**config.mk**
```make
export PLATFORM = sky130hd
export DESIGN_NAME = fft_mag_engine
export DESIGN_NICKNAME = d
export VERILOG_FILES = /design/src/rtl/fft_mag_engine.sv
export SDC_FILE = /design/constraint.sdc
export NUM_CORES = 2
export LEC_CHECK = 0
export CORE_ASPECT_RATIO = 0.7
export CORE_UTILIZATION = 62
export CTS_CLUSTER_SIZE = 30
export DETAILED_ROUTE_END_ITERATION = 10
export PLACE_DENSITY = 0.83
export SLEW_MARGIN = 10
export SYNTH_ARGS = -nofsm -noshare
export SYNTH_HDL_FRONTEND = slang
export SYNTH_SLANG_ARGS = --single-unit
export TNS_END_PERCENT = 10
```
**constraint.sdc**
```tcl
create_clock -name clk -period 12.1 [get_ports clk]
set_clock_uncertainty 0.2 [all_clocks]
set_input_delay 1.21 -clock clk [delete_from_list [all_inputs] [get_ports clk]]
set_output_delay 1.21 -clock clk [all_outputs]
set_load 0.05 [all_outputs]
```
**src/rtl/fft_mag_engine.sv**
```systemverilog
// Per-bin magnitude engine for one FFT frame.
// One shared two-stage pipeline, exact-square or alpha-max-beta-min mode.
module fft_mag_engine #(
  parameter int N_BINS   = 4,
  parameter int IN_W     = 16,
  parameter int MAG_W    = 16,
  parameter int SQ_SHIFT = 0
) (
  input  logic                      clk,
  input  logic                      rst,
  input  logic [N_BINS*IN_W-1:0]    in_re,
  input  logic [N_BINS*IN_W-1:0]    in_im,
  input  logic                      in_mode,
  input  logic                      in_valid,
  output logic                      in_ready,
  output logic [N_BINS*MAG_W-1:0]   out_mag,
  output logic [((N_BINS > 1) ? $clog2(N_BINS) : 1)-1:0] out_peak_idx,
  output logic [MAG_W-1:0]          out_peak_mag,
  output logic                      out_sat,
  output logic                      out_valid,
  input  logic                      out_ready
);

  localparam int IW = (N_BINS > 1) ? $clog2(N_BINS) : 1;
  localparam int CW = $clog2(N_BINS + 2);
  localparam int PW = 2 * IN_W;
  localparam int WW = ((PW > MAG_W) ? PW : MAG_W) + 1;

  typedef enum logic [1:0] {IDLE, RUN, DONE} state_t;

  state_t state, nxt;

  logic [N_BINS*IN_W-1:0] lat_re, lat_im;
  logic                   lat_mode;
  logic [CW-1:0]          cnt;
  logic                   accept, issue;

  logic signed [IN_W-1:0] re_k, im_k;
  logic [IN_W-1:0]        are, aim, mx, mn;
  logic signed [PW-1:0]   sq_re, sq_im;

  logic                   s1_v, s1_mode;
  logic [IW-1:0]          s1_idx;
  logic [PW-1:0]          s1_a, s1_b;

  logic [PW-1:0]          sq_sum;
  logic [IN_W+1:0]        tri_mn;
  logic [IN_W:0]          approx;
  logic [WW-1:0]          wide;
  logic                   clip;

  logic                   s2_v, s2_sat;
  logic [IW-1:0]          s2_idx;
  logic [MAG_W-1:0]       s2_mag;

  assign accept    = (state == IDLE) && in_valid && in_ready;
  assign issue     = (state == RUN) && (cnt < CW'(N_BINS));
  assign out_valid = (state == DONE);

  // State register
  always_ff @(posedge clk) begin
    if (rst) state <= IDLE;
    else     state <= nxt;
  end

  // Next-state logic
  always_comb begin
    nxt = state;
    unique case (state)
      IDLE: if (accept) nxt = RUN;
      RUN:  if (cnt == CW'(N_BINS + 1)) nxt = DONE;
      DONE: if (out_ready) nxt = IDLE;
      default: nxt = IDLE;
    endcase
  end

  // Registered ready: high only while sitting in IDLE
  always_ff @(posedge clk) begin
    if (rst) in_ready <= 1'b0;
    else     in_ready <= (nxt == IDLE);
  end

  // Frame capture and RUN cycle counter
  always_ff @(posedge clk) begin
    if (rst) begin
      lat_re   <= '0;
      lat_im   <= '0;
      lat_mode <= 1'b0;
      cnt      <= '0;
    end else if (accept) begin
      lat_re   <= in_re;
      lat_im   <= in_im;
      lat_mode <= in_mode;
      cnt      <= '0;
    end else if (state == RUN) begin
      cnt <= cnt + CW'(1);
    end
  end

  // Stage-1 operand select: squares, abs, max/min of the issued bin
  always_comb begin
    re_k = '0;
    im_k = '0;
    if (issue) begin
      re_k = lat_re[int'(cnt)*IN_W +: IN_W];
      im_k = lat_im[int'(cnt)*IN_W +: IN_W];
    end
    sq_re = PW'(re_k) * PW'(re_k);
    sq_im = PW'(im_k) * PW'(im_k);
    are   = re_k[IN_W-1] ? IN_W'(-re_k) : IN_W'(re_k);
    aim   = im_k[IN_W-1] ? IN_W'(-im_k) : IN_W'(im_k);
    mx    = (are >= aim) ? are : aim;
    mn    = (are >= aim) ? aim : are;
  end

  // Stage-1 pipeline register
  always_ff @(posedge clk) begin
    if (rst) begin
      s1_v    <= 1'b0;
      s1_mode <= 1'b0;
      s1_idx  <= '0;
      s1_a    <= '0;
      s1_b    <= '0;
    end else begin
      s1_v    <= issue;
      s1_mode <= lat_mode;
      s1_idx  <= cnt[IW-1:0];
      s1_a    <= lat_mode ? PW'(mx) : PW'(sq_re);
      s1_b    <= lat_mode ? PW'(mn) : PW'(sq_im);
    end
  end

  // Stage-2 arithmetic: combine and saturate
  always_comb begin
    sq_sum = s1_a + s1_b;
    tri_mn = (IN_W+2)'(s1_b[IN_W-1:0]) * (IN_W+2)'(3);
    approx = (IN_W+1)'(s1_a[IN_W-1:0])
           + (IN_W+1)'(tri_mn >> 3);
    wide   = s1_mode ? WW'(approx) : WW'(sq_sum >> SQ_SHIFT);
    clip   = |(wide >> MAG_W);
  end

  // Stage-2 pipeline register
  always_ff @(posedge clk) begin
    if (rst) begin
      s2_v   <= 1'b0;
      s2_sat <= 1'b0;
      s2_idx <= '0;
      s2_mag <= '0;
    end else begin
      s2_v   <= s1_v;
      s2_sat <= clip;
      s2_idx <= s1_idx;
      s2_mag <= clip ? '1 : wide[MAG_W-1:0];
    end
  end

  // Result slots, saturation flag and running peak (ties keep lower index)
  always_ff @(posedge clk) begin
    if (rst || accept) begin
      out_mag      <= '0;
      out_sat      <= 1'b0;
      out_peak_idx <= '0;
      out_peak_mag <= '0;
    end else if (s2_v) begin
      out_mag[int'(s2_idx)*MAG_W +: MAG_W] <= s2_mag;
      out_sat <= out_sat | s2_sat;
      if (s2_mag > out_peak_mag) begin
        out_peak_mag <= s2_mag;
        out_peak_idx <= s2_idx;
      end
    end
  end

endmodule

```
# After elaboration in Yosys (flattened, before gate mapping)
# Cells that the tools add are included.
[totals]
memories = 0
regBits = 306
rom_bits = 0
latch_bits = 0
elab_cells = 66
ramBits = 0
in_bits = 133
[classes]
div = 0
n_addsub = 6
n_reduce_logical = 10
multipliers = 3
muxes = 15
n_bitwise = 1
magnitude_cmp = 3
n_shift = 4
n_eq_ne = 3
[ops]
columns = ["operator", "n"]
rows = [
  ["$mux 16", 9],
  ["$shiftx 64x8->16", 2],
  ["$bwmux 64", 1],
  ["$mul 16x16->32", 2],
  ["$shift 16x33->64 const A", 1],
  ["$shiftx 16x33->64", 1],
  ["$neg 6->33", 1],
  ["$add 32x32->32", 1],
  ["$mux 32", 1],
  ["$neg 16->16", 2],
  ["$mul 16x2->18 const B", 1],
  ["$add 16x15->17", 1],
  ["$reduce_or 17->1", 1],
  ["$ge 16x16->1", 1],
  ["$gt 16x16->1", 1],
  ["$mux 2", 3],
  ["$pmux 2 s3", 1],
  ["$logic_not 2->1", 2],
  ["$reduce_or 2->1", 2],
  ["$add 3x1->3 const B", 1],
  ["$eq 3x3->1 const B", 1],
  ["$logic_and 1x1->1", 3],
  ["$lt 3x3->1 const B", 1],
  ["$eq 2x1->1 const B", 1],
  ["other kinds (4)", 4],
]

# Logic depth before layout (Yosys ltp)
[logic_depth]
ltp_word = 8
ltp_mapped = 34
mapped_depth_nobuf = 28

# Worst setup path after synthesis
# OpenSTA, ideal clock, no wires.
[synth_path]
path_kind = "reg-to-reg"
from = "register cnt[0]"
to = "register s1_a[31]"
path_buffers = 4
path_stages_with_launch = 26
arrival_ps = 7686
setup_ps = 115
t_required_ps = 11785
period_less_slack_ps = 8001
path_slack_ps = 4099
cell_sequence = "dfxtp_1 > buf_6 > buf_6 > buf_6 > mux4_2 > nand2_1 > clkbuf_1 > nor2_1 > fa_1 > fa_1 > fa_1 > fa_1 > fa_1 > inv_1 > fa_1 > inv_1 > ha_1 > a211oi_1 > nor2_1 > o41ai_2 > o21ai_0 > or4b_1 > a2111oi_1 > o31a_1 > xnor2_1 > and2_1"
[synth_between]
elab_chain_len = 4
elab_cells_between_ends = 5
classes_between = "mul: 1; order compare: 1; shift: 1; mux: 1; reduce/logical: 1"
[synth_rtl]
columns = ["item", "line", "text"]
rows = [
  ["from (decl)", "35", "logic [CW-1:0] cnt;"],
  ["from (signal assigned)", "96", "cnt <= cnt + CW'(1);"],
  ["branches (longest 2 deep; another with $shiftx 64x8->16)", "--", ""],
  ["$mux 16 (*)", "104", "if (issue) begin"],
  ["$mul 16x16->32 (*)", "108", "sq_re = PW'(re_k) * PW'(re_k);"],
  ["to (signal assigned)", "128", "s1_a <= lat_mode ? PW'(mx) : PW'(sq_re);"],
  ["to (decl)", "44", "logic [PW-1:0] s1_a, s1_b;"],
]
# Every way passes the cells marked *.
# A chain may end at the register's enable or synchronous reset.

# Final worst setup path
[layout_path]
from = "register cnt[1]"
to = "register s1_a[31]"
# Same word-level chain as after synthesis.

==> metrics.md <==
| Metric | Value |
|---|---|
| Die W | 281 microns |
| Root buffer cell | clkbuf_16 |
| Row Count | 71 |
| Antenna-violating nets left | 0 |
| TritonCTS buffer count | 30 |
| Crit Path Category | flop to flop |
| Synth Net Count | 4,758 |
| Initial Util | 62.8% |
| CP Max Fanout | 60 |
| WP data required | 12,400 ps |
| Slew @ Worst Pin | 1080 ps |
| Post-synth EDFFs | 0 |
| Async SR Flop Fraction | 0% |
| Post-Place Cells | 4,703 |
| Grt total ovfl | 0 |
| Synth cell count leaders | inv_1 (697), nand2_1 (528), fa_1 (469) |
| Crit path time final | 9310 ps |
| Total track usage | 34.3% |
| Critical path arrival | 9600 ps |
| Area delta synth->final | 10.9% |
| RSZ-0062 raised after global routing | false |
| Routed len/inst | 19.4 microns |
| Routed WL | 92,300 microns |
| Maxcap violations | 0 |
| Crit path capture type | flop |
| Worst r2r src | cnt[1] |
| Global placer's final weighted congestion | 1.05 |
| Iteration-0 DRC Markers | 2,751 |
| Synth warnings | 0 |
| CTS max path bufs | 3 |
| Post-synthesis sequential element count | 306 |
| CTS Hold Buffers Added | 0 |
| Most common flop cell mapped by yosys | dfxtp_1 |
| DR vias | 27,683 |
| Final Slew Violations | 0 |
| Sequential share of the synthesized area | 18.2% |
| Fin cells | 4,760 |
| First-pass GRT wire length | 149,000 microns |
| # DRC | 0 |
| Area leader, netlist | fa_1 |
| Resized Gates After CTS | 0 |
| Critical Path Start Type | flop |
| Layout cells sized above 1 | 4.17% |
| Max Clock Freq | 107 MHz |
| Die ar. | 55,400 sq um |
| Count leader, synth | inv_1 |
| PortBufs | 217 |
| Final Instance Area | 37,400 sq um |
| Placed cell area | 36,400 sq um |
| Relative slew slack | 25.8% |
| Final worst-path cycle share | 76.9% |
| Status | completed |
| DP Wirelength | 74,600 microns |
| Sink Count | 306 |
| Count of final hold-check violations | 0 |
| Cell Area, Synth | 33,700 sq um |
| Largest net degree at the start of global routing | 110 |
| Power per cell area | 70.6 nW/um^2 |
| Core area | 53,700 sq um |
| Die height | 197 microns |
| Setup bufs post-CTS | 0 |
| Clock Latency Late Sink | 600 ps |
| Syn Area/Cell | 8.70 sq um |
| VDD IR max | 0.000108 V |
| Hold_sp | s1_v |
| Drt first pass iters | 8 |
| Cells after Synth | 3,880 |
| Vias/cell | 5.82 |
| Unique masters post-synth | 84 |
| Synth top area share | 27.8% |
| WHS | 241 ps |
| Clk slew on worst S/H paths | 70 ps |
| Ranking of synthesized cells by area | fa_1 (28%), dfxtp_1 (18%), ha_1 (10%) |
| Vias in the first global route | 27,604 |
| Fin Setup TNS | 0 ps |
| HP Class | flop to flop |
| Worst setup path start | cnt[1] |
| CTS tree | yes |
| Nets | 4,883 |
| IO Pins | 218 |
| Final setup violation count | 0 |
| H-tree levels | 1 |
| Leak | 17.8 nW |
| Initial antenna violation count | 3 |
## cells by family (layout without fill, tap and decap cells)
| kind of cell | count (synthesis) | count (layout) | share of synthesized area, % |
|---|---|---|---|
| other | 0 | 3 | 0 |
| muxes | 109 | 109 | 4.14 |
| AOI/OAI and AO/OA | 654 | 654 | 12.7 |
| xor gates and xnor gates | 141 | 141 | 3.66 |
| and+or+nand+nor | 1076 | 1076 | 13.7 |
| buffers and inverters | 849 | 996 | 9.68 |
| DFF | 306 | 306 | 18.2 |
| adders and majority gates | 745 | 745 | 38.1 |
## area by class of cell
cell class | count | area [sq um]
inverters | 704 | 2640
multi-input cells | 2725 | 24400
well taps | 730 | 913
repair buffers | 238 | 2330
fillers | 4196 | 16300
flip-flops and latches | 306 | 6130
diodes | 3 | 7.51
clock inverters | 11 | 114
clock buffers | 43 | 860
## sequential cells by signal (all words and copies together) (netlist names), 2 cells and up
signal	count
cnt	3
out_peak_mag	16
s1_b	32
s1_a	32
out_mag	64
lat_re	64
out_peak_idx	2
lat_im	64
state	2
s2_mag	16
s2_idx	2
s1_idx	2
## power by group
| group | switching [mW] | internal (mW) | total [mW] |
|---|---|---|---|
| logic | 0.348 | 0.221 | 0.569 |
| registers | 0.0734 | 1.06 | 1.13 |
| clock network | 0.422 | 0.518 | 0.940 |
## layer usage
| metal | part of all wire, % | vias to the layer above | global-route usage (%) |
|---|---|---|---|
| li1 | - | 12736 | - |
| met1 | 44 | 13349 | 49.9 |
| met2 | 42 | 1424 | 50.9 |
| met3 | 12 | 170 | 9.71 |
| met4 | 2.1 | 4 | 7.29 |
| met5 | 0.059 | - | 0.619 |
## final timing paths
kind / cells after the start / slack [ps] / endpoint
worst max register to register: 26 / 2790 / s1_a[31]
worst min register to register: 1 / 240 / s2_v
worst max-delay path: 26 / 2790 / s1_a[31]
worst min-delay path: 1 / 240 / s2_v
## worst max-delay path, cell delays in order (launching register included)
cell       delay (ps)
dfxtp_2           330
buf_4             680
mux2_2            450
o21ai_0           710
nor2_1            440
nand2_1           280
xnor2_1           100
ha_1              280
inv_1              60
fa_1              500
fa_1              510
inv_1              60
fa_1              470
fa_1              520
inv_1              50
fa_1              480
inv_1              40
ha_1              350
a211oi_1          320
nor2_1            130
o41ai_2           320
o21ai_0           280
or4b_1            630
a2111oi_1         510
o31a_1            230
xnor2_1            70
and2_1            160
## per-stage QoR
stage | utilization [%] | worst slack, ps | power, mW
after floorplan | - | 4100 | 1.50
after global placement | 67.8 | 3250 | 1.69
after detailed placement | 67.8 | 2900 | 1.70
after CTS | 69.6 | 2890 | 2.63
after global routing | 69.6 | 2270 | 2.75
final | 69.6 | 2790 | 2.64
## placed cells by master (no fill, tap or decap), drive strengths merged, types with 42 or more instances in the layout
master and n:
a22oi 66, fa 469, clkbuf 43, mux2i 66, nor2 313, nand2 528
and3 42, a21o 58, clkdlybuf4s50 216, xor2 50, xnor2 91, dfxtp 306
inv 702, ha 276, a21oi 241, o21ai 82
No activity file was read; power rests on OpenSTA's default activity.
